### config.mk
export PLATFORM = sky130hd
export DESIGN_NAME = dcache_ctrl
export DESIGN_NICKNAME = d
export VERILOG_FILES = /design/src/rtl/dcache_ctrl.sv
export SDC_FILE = /design/constraint.sdc
export NUM_CORES = 1
export LEC_CHECK = 0
export BUFFER_PORTS_ARGS = -buffer_cell sky130_fd_sc_hd__buf_2
export CORE_AREA = 2 2 280 282
export CTS_CLUSTER_SIZE = 24
export DETAILED_ROUTE_END_ITERATION = 6
export DIE_AREA = 0 0 282 284
export HOLD_SLACK_MARGIN = 0.03
export SYNTH_ARGS = -nofsm -noshare
export SYNTH_HDL_FRONTEND = slang
export SYNTH_SLANG_ARGS = --single-unit
export TNS_END_PERCENT = 50
### constraint.sdc
create_clock -name clk -period 6.5 [get_ports clk]
set_input_delay 0.975 -clock clk [delete_from_list [all_inputs] [get_ports clk]]
set_output_delay 0.975 -clock clk [all_outputs]
set_load 0.03 [all_outputs]
### src/rtl/dcache_ctrl.sv
// rtl/dcache_ctrl.sv - wrapper-side controller for the 2-way 512-set data-cache core
// Single outstanding CPU access; misses write back a dirty victim, refill, install and replay.
module dcache_ctrl #(
   parameter int ADDR_W = 32,
   parameter int LINE_W = 128
) (
   input  logic                  clk,
   input  logic                  resetn,
   input  logic                  cpu_req,
   input  logic                  cpu_we,
   input  logic [3:0]            cpu_be,
   input  logic [ADDR_W-1:0]     cpu_addr,
   input  logic [31:0]           cpu_wdata,
   output logic                  cpu_ready,
   output logic                  cpu_rvalid,
   output logic [31:0]           cpu_rdata,
   output logic [ADDR_W-1:0]     dc_addr,
   output logic                  dc_r,
   output logic [LINE_W/8-1:0]   dc_wd,
   output logic [LINE_W-1:0]     dc_din,
   input  logic                  dc_hit,
   input  logic                  dc_dirty,
   input  logic [ADDR_W-14:0]    dc_tout,
   input  logic [LINE_W-1:0]     dc_dout,
   output logic                  mem_req,
   output logic                  mem_wr,
   output logic [ADDR_W-1:0]     mem_addr,
   output logic [LINE_W-1:0]     mem_wdata,
   input  logic                  mem_ack,
   input  logic                  mem_rvalid,
   input  logic [LINE_W-1:0]     mem_rdata
);
   localparam int TAG_W = ADDR_W - 13;
   localparam int WE_W  = LINE_W / 8;

   typedef enum logic [3:0] {IDLE, LK1, LK2, WB, RD, RDW, FILL, RP0, RP1, RP2} state_t;

   state_t              state_q, state_d;
   logic [ADDR_W-1:0]   addr_q, addr_d;
   logic                we_q, we_d;
   logic [3:0]          be_q, be_d;
   logic [31:0]         wdata_q, wdata_d;
   logic [LINE_W-1:0]   wb_buf_q, wb_buf_d;
   logic [LINE_W-1:0]   fill_buf_q, fill_buf_d;
   logic [TAG_W-1:0]    victim_tag_q, victim_tag_d;
   logic                rvalid_q, rvalid_d;
   logic [31:0]         rdata_q, rdata_d;

   logic                issue, respond;
   logic                iss_we;
   logic [3:0]          iss_be;
   logic [ADDR_W-1:0]   iss_addr;
   logic [31:0]         iss_wdata;

   always_ff @(posedge clk) begin
      if (!resetn) begin
         state_q      <= IDLE;
         addr_q       <= '0;
         we_q         <= 1'b0;
         be_q         <= '0;
         wdata_q      <= '0;
         wb_buf_q     <= '0;
         fill_buf_q   <= '0;
         victim_tag_q <= '0;
         rvalid_q     <= 1'b0;
         rdata_q      <= '0;
      end else begin
         state_q      <= state_d;
         addr_q       <= addr_d;
         we_q         <= we_d;
         be_q         <= be_d;
         wdata_q      <= wdata_d;
         wb_buf_q     <= wb_buf_d;
         fill_buf_q   <= fill_buf_d;
         victim_tag_q <= victim_tag_d;
         rvalid_q     <= rvalid_d;
         rdata_q      <= rdata_d;
      end
   end

   always_comb begin
      state_d      = state_q;
      addr_d       = addr_q;
      we_d         = we_q;
      be_d         = be_q;
      wdata_d      = wdata_q;
      wb_buf_d     = wb_buf_q;
      fill_buf_d   = fill_buf_q;
      victim_tag_d = victim_tag_q;
      rvalid_d     = 1'b0;
      rdata_d      = rdata_q;
      issue        = 1'b0;
      respond      = 1'b0;
      iss_we       = we_q;
      iss_be       = be_q;
      iss_addr     = addr_q;
      iss_wdata    = wdata_q;
      cpu_ready    = 1'b0;
      dc_addr      = '0;
      dc_r         = 1'b0;
      dc_wd        = '0;
      dc_din       = '0;
      mem_req      = 1'b0;
      mem_wr       = 1'b0;
      mem_addr     = '0;
      mem_wdata    = '0;

      case (state_q)
         IDLE: begin
            cpu_ready = 1'b1;
            if (cpu_req) begin
               addr_d    = cpu_addr;
               we_d      = cpu_we;
               be_d      = cpu_be;
               wdata_d   = cpu_wdata;
               issue     = 1'b1;
               iss_we    = cpu_we;
               iss_be    = cpu_be;
               iss_addr  = cpu_addr;
               iss_wdata = cpu_wdata;
               state_d   = LK1;
            end
         end
         LK1: state_d = LK2;
         LK2: begin
            if (dc_hit) begin
               respond = 1'b1;
               state_d = IDLE;
            end else begin
               wb_buf_d     = dc_dout;
               victim_tag_d = dc_tout;
               state_d      = dc_dirty ? WB : RD;
            end
         end
         WB: begin
            mem_req   = 1'b1;
            mem_wr    = 1'b1;
            mem_addr  = {victim_tag_q, addr_q[12:4], 4'b0000};
            mem_wdata = wb_buf_q;
            if (mem_ack) state_d = RD;
         end
         RD: begin
            mem_req  = 1'b1;
            mem_addr = {addr_q[ADDR_W-1:4], 4'b0000};
            if (mem_ack) begin
               if (mem_rvalid) begin
                  fill_buf_d = mem_rdata;
                  state_d    = FILL;
               end else begin
                  state_d = RDW;
               end
            end
         end
         RDW: begin
            if (mem_rvalid) begin
               fill_buf_d = mem_rdata;
               state_d    = FILL;
            end
         end
         FILL: begin
            dc_addr = addr_q;
            dc_wd   = '1;
            dc_din  = fill_buf_q;
            state_d = RP0;
         end
         RP0: begin
            issue   = 1'b1;
            state_d = RP1;
         end
         RP1: state_d = RP2;
         RP2: begin
            // A miss after install means the core lost the line; look it up again.
            if (dc_hit) begin
               respond = 1'b1;
               state_d = IDLE;
            end else begin
               issue   = 1'b1;
               state_d = LK1;
            end
         end
         default: state_d = IDLE;
      endcase

      if (issue) begin
         dc_addr = iss_addr;
         if (iss_we) begin
            dc_wd  = WE_W'(iss_be) << {iss_addr[3:2], 2'b00};
            dc_din = {(LINE_W/32){iss_wdata}};
         end else begin
            dc_r = 1'b1;
         end
      end

      if (respond) begin
         rvalid_d = 1'b1;
         rdata_d  = we_q ? 32'h0 : dc_dout[{addr_q[3:2], 5'b00000} +: 32];
      end

      if (!resetn) begin
         cpu_ready = 1'b0;
         dc_addr   = '0;
         dc_r      = 1'b0;
         dc_wd     = '0;
         dc_din    = '0;
         mem_req   = 1'b0;
         mem_wr    = 1'b0;
         mem_addr  = '0;
         mem_wdata = '0;
      end
   end

   assign cpu_rvalid = rvalid_q & resetn;
   assign cpu_rdata  = resetn ? rdata_q : 32'h0;

endmodule

## Yosys cells after proc, flatten, opt, wreduce, memory -nomap -nowiden

Cells that the tools add are included.

| operators by class | value |
|---|---|
| $add $sub $neg | 0 |
| multiply operators | 0 |
| divide/modulo/power cells | 0 |
| order comparisons | 0 |
| eq/ne operators | 13 |
| shifts and indexed selects | 2 |
| muxes and demuxes | 52 |
| bitwise logic cells | 2 |
| reductions and logical operators | 7 |

Operator list:

| kind | count |
|---|---|
| 128-bit two-way mux | 8 |
| 32-bit two-way mux | 10 |
| 128-bit one-hot mux with 2 select lines | 1 |
| 128-bit by 8-bit indexed part select with 32-bit output | 1 |
| 16-bit two-way mux | 4 |
| 32-bit one-hot mux with 2 select lines | 1 |
| 4-bit one-hot mux with 10 select lines | 1 |
| 4-bit two-way mux | 6 |
| 1-bit two-way mux | 17 |
| 4-bit by 3-bit equality test with 1-bit output, second input constant | 4 |
| 4-bit by 4-bit << shifter with 16-bit output | 1 |
| 4-bit by 2-bit equality test with 1-bit output, second input constant | 2 |
| 4-bit equality test, second input constant | 2 |
| 2-bit != test, second input constant | 4 |
| 3-bit two-way mux | 2 |
| 4-bit by 1-bit equality test with 1-bit output, second input constant | 1 |
| 4-bit logical NOT | 1 |
| 2-bit AND reduction | 2 |
| 4-bit AND reduction | 1 |
| 2-bit OR reduction | 2 |
| 1-bit one-hot mux with 3 select lines | 1 |
| 2-bit two-way mux | 1 |
| 2-bit nonzero test | 1 |
| 1-bit AND | 1 |
| 1-bit NOT | 1 |

| storage, ports and cells | value |
|---|---|
| flip-flop bits (word level) | 381 |
| latch bits | 0 |
| RAM bits | 0 |
| bits in read-only memories | 0 |
| input bits | 351 |
| output and inout port bits | 373 |
| logic and storage cells | 86 |
| memories | 0 |

## Depth between registers and ports, before layout

| logic depth | value |
|---|---|
| depth in word-level cells | 6 |
| gate-level depth with buffers | 9 |
| mapped depth without buffers | 5 |

## Least setup slack after synthesis

OpenSTA, ideal clock, no wires.

| timing path | value |
|---|---|
| path type | input-to-output |
| start | in cpu_req |
| end | out dc_wd[3] |
| data arrival time | 2884 ps |
| required time | 5525 ps |
| setup slack | 2641 ps |
| stages on the path | 6 |
| path buffers | 1 |
| path through | or4b_1 -> a21oi_2 -> a2bb2o_4 -> buf_6 -> or3_1 -> a21oi_1 |

| on the way | value |
|---|---|
| word-level cells in the longest chain between the ends | 6 |
| elaborated cells between the ends (all ways) | 12 |
| classes of those cells | shift: 1; mux: 11 |

Ends and longest elaborated chain:

| element | line | RTL |
|---|---|---|
| from (decl) | 9 | `input logic cpu_req,` |
| 4-bit two-way mux / 32-bit two-way mux (equally long branches) | 111 | `if (cpu_req) begin` |
| 4-bit two-way mux / 32-bit two-way mux (equally long branches) | - |  |
| 4-bit by 4-bit << shifter with 16-bit output | 187 | `dc_wd = WE_W'(iss_be) << {iss_addr[3:2], 2'b00};` |
| 16-bit two-way mux | 186 | `if (iss_we) begin` |
| 16-bit two-way mux * | 184 | `if (issue) begin` |
| 16-bit two-way mux * | 199 | `if (!resetn) begin` |
| to (decl) | 19 | `output logic [LINE_W/8-1:0] dc_wd,` |

Every way passes the cells marked *; elsewhere a longest branch is shown, timed or not.

## Worst setup path in the final report

| timing path | value |
|---|---|
| start | reg state_q[2] |
| end | out dc_din[67] |

| on the way | value |
|---|---|
| word-level cells in the longest chain between the ends | 5 |
| elaborated cells between the ends (all ways) | 11 |
| classes of those cells | eq/ne: 3; mux: 7; reduce/logical: 1 |

Ends and longest elaborated chain:

| element | line | RTL |
|---|---|---|
| from (decl) | 38 | `state_t state_q, state_d;` |
| from (signal assigned) | 68 | `state_q <= state_d;` |
| 4-bit by 3-bit equality test with 1-bit output / 4-bit logical NOT (equally long branches) | 108 | `case (state_q)` |
| 128-bit two-way mux (tied with other cells) | 108 |  |
| 128-bit two-way mux | 186 |  |
| 128-bit two-way mux * | 184 |  |
| 128-bit two-way mux * | 199 |  |
| to (decl) | 20 | `output logic [LINE_W-1:0] dc_din,` |

Marks and branches as above.

==> summary.md <==
| Metric | Value |
|---|---|
| Num Clock Sinks | 381 |
| Asr flop ratio synth | 0% |
| PortBufs | 719 |
| Reg2Reg Setup Slack | 3.31 ns |
| Data arrival, critical path | 4.32 ns |
| CTS Buf Count | 46 |
| Die X | 282 µm |
| CTS Buffer Depth | 3 |
| Total gr overflow | 0 |
| Layout cells sized above 1 | 30.53% |
| CTS root buffer | clkbuf_16 |
| Routed vias/inst | 4.626 |
| Final Hold Viols | 0 |
| HPWL Detailed | 54.32 mm |
| Crit end category | primary output |
| Unrepaired setup endpoints after global routing | no |
| PwrDens | 285.3 nW/µm² |
| Max Slew Vio Count | 0 |
| First-pass GRT wire length | 109.3 mm |
| Core footprint | 76,960 µm² |
| Antenna Nets Post-Route | 0 |
| Initial Util | 23.02% |
| Setup crit start kind | flip-flop |
| Vias after detailed routing | 18,490 |
| Final GP Congestion | 0.8487 |
| Setup Crit Path Kind | reg -> out |
| Worst-Margin Slew | 1.065 ns |
| Switch share | 32.78% |
| Top cell type's share of synthesized area | 43.06% |
| Leak pwr | 9.775 nW |
| Ys Warns | 0 |
| Required time of the critical path | 5.52 ns |
| Hold buffer count at cts | 0 |
| Routed WL per cell | 19.01 µm |
| Placed Cells | 3,902 |
| Fill cell count | 8,451 |
| Synth cell types | 49 |
| Die height | 284 µm |
| Final period util | 81.44% |
| Clock group share of total power | 38.1% |
| Total Power | 6.714 mW |
| CTS tree | done |
| Mapped Area | 17,710 µm² |
| Setup TNS | 0 ns |
| Sequential cell area | 7631 µm² |
| Syn Inst Count | 2,323 |
| Multi-input gate area | 9264 µm² |
| Vias in the first global route | 17,470 |
| Routed wire length | 75.98 mm |
| GRT Resource Usage Total | 17.81% |
| Finished Layout Cells | 3,997 |
| Fmax | 188.9 MHz |
| Initial antenna violation count | 22 |
| IO Pins | 724 |
| Setup WS post-layout | 1.206 ns |
| Layout area overhead | 32.87% |
| Row count | 102 |
| Setup Viol. Count Final | 0 |
| HP Class | reg -> reg |
| Resize count post-CTS | 0 |
| Status | completed |
| Initial DRC Count | 1,101 |
| Switching power | 2.201 mW |
| NumNets Final | 3,261 |
| Gate power share | 23.1% |
| Seq/Total Area, Yosys | 43.06% |
| Crit-path max FO | 26 |
| Final min period | 5.294 ns |
| # Post-CTS Setup Buffers | 0 |
| Synth top area cells | dfxtp_1 43%, nand2_1 15%, a21oi_1 13%, and2_1 7.3%, mux4_2 4.1% |
| DR pass1 iterations | 7 |
| EDFF count, synth | 0 |
| Largest net degree at the start of global routing | 149 |
| Peak VDD IR | 0.0002005 V |
| WHS | 0.4486 ns |
| Dominant cell type by area after synthesis | dfxtp_1 |
| Max-slew headroom | 28.47% |
| Post-synth top flop | dfxtp_1 |
| Sequential power share | 38.8% |
| Clock skew after layout | 0.01344 ns |
| Avg Inst Size Synth | 7.625 µm² |
| Pre-CTS setup slack | 1.623 ns |
| Latest clock arrival within the worst-skew pair | 0.57 ns |
| Max_cap viols | 0 |
| Die area | 80,090 µm² |
| # H-tree levels | 2 |
| Clock-pin slew on the worst setup and hold paths | 0.06 ns |
| #FFs+latches synth | 381 |
| Internal power | 4.513 mW |
| Drt drc | 0 |
[cells in the mapped netlist, types with 2 or more instances]
cell type and number:
and2_1 207, nand2_1 696, o21ai_0 10, o21a_1 2
nand3_1 3, buf_4 9, nor2_1 73, or4b_1 2
nor3b_1 34, a21o_1 3, nor3_1 41, and3b_1 2
mux2i_1 33, dfxtp_1 381, mux4_2 32, buf_2 46
clkbuf_1 147, nand4b_1 2, nand2b_1 17, inv_1 4
a21oi_1 459, o21ai_1 34, or4_1 2, a22o_1 19
nor2b_1 3, and3_1 2, or3_1 2, o22ai_1 3
mux2_2 32, buf_1 4
[sequential cells by signal, summed over array words and instances (netlist names)]
register and count:
victim_tag_q 19, we_q 1, rdata_q 32, addr_q 32
be_q 4, wdata_q 32, rvalid_q 1, wb_buf_q 128
state_q 4, fill_buf_q 128
[worst max-delay path, cell delays in order (launching register included)]
cell and delay [ns]:
dfxtp_1 0.56, or4_1 0.71, nor2_4 0.76, buf_4 0.38, mux2_2 0.37, o21ai_1 0.61, a21oi_1 0.11, buf_2 0.22
[placed cells by master (no fill, tap or decap), types with 3 or more instances in the layout]
cell,synthesis,layout
buf_2,46,718
nand2_1,696,696
a21oi_1,459,459
dfxtp_1,381,378
and2_1,207,206
nor2_1,73,72
clkbuf_16,0,47
nor3_1,41,40
o21ai_1,34,34
nor3b_1,34,34
mux2i_1,33,33
mux2_2,32,32
mux4_2,32,32
buf_4,9,23
a22o_1,19,19
nand2b_1,17,17
diode_2,0,12
clkinv_2,0,11
o21ai_0,10,9
clkbuf_1,147,8
clkbuf_8,0,7
clkinvlp_4,0,5
conb_1,1,4
nand3_1,3,3
nor2b_1,3,3
inv_1,4,3
a21o_1,3,3
o22ai_1,3,3
dfxtp_2,0,3
[stage by stage]
step	util, %	cell area, µm²
detailed placement	28.62	22020
finish	30.58	23540
global route	30.57	23530
floorplan	-	17720
global placement	28.62	22020
CTS	30.55	23510
[layout make-up]
type | instances | area share (%)
timing repair buffer | 743 | 16.17
multi-input combinational | 1734 | 39.36
antenna | 12 | 0.1276
clock inverter | 21 | 0.7602
clock buffer | 62 | 5.534
tap | 1040 | 5.529
inverter | 4 | 0.09569
sequential | 381 | 32.42
[layer usage]
metal	vias to the layer above	global-route usage, %	share of wire [%]
li1	8876	-	-
met1	8672	21.46	40
met2	789	29.05	46
met3	138	5.582	9.8
met4	14	7.593	4.0
met5	-	0	0.12
[power groups by stage]
stage | combinational, mW | sequential, mW | clock [mW]
floorplan | 1.09 | 2.59 | 0
global placement | 1.55 | 2.65 | 0
detailed placement | 1.56 | 2.65 | 0
CTS | 1.56 | 2.60 | 2.64
global route | 1.68 | 2.62 | 2.73
finish | 1.55 | 2.60 | 2.56
[final timing paths]
check / start / to / depth (start not counted)
hold reg to reg: wb_buf_q[24] / wb_buf_q[24] / 2
setup reg to reg: state_q[2] / addr_q[19] / 5
hold / removal: wb_buf_q[24] / wb_buf_q[24] / 2
setup / recovery: state_q[2] / dc_din[67] / 7
[kinds of logic after synthesis]
| logic type | share of synthesized area, % |
|---|---|
| and+or+nand+nor | 27.87 |
| AOI/OAI and AO/OA | 16.05 |
| DFF | 43.06 |
| buffers and inverters | 5.029 |
| muxes | 7.968 |
| other | 0.02117 |
Power figures use the tool's default switching activity.
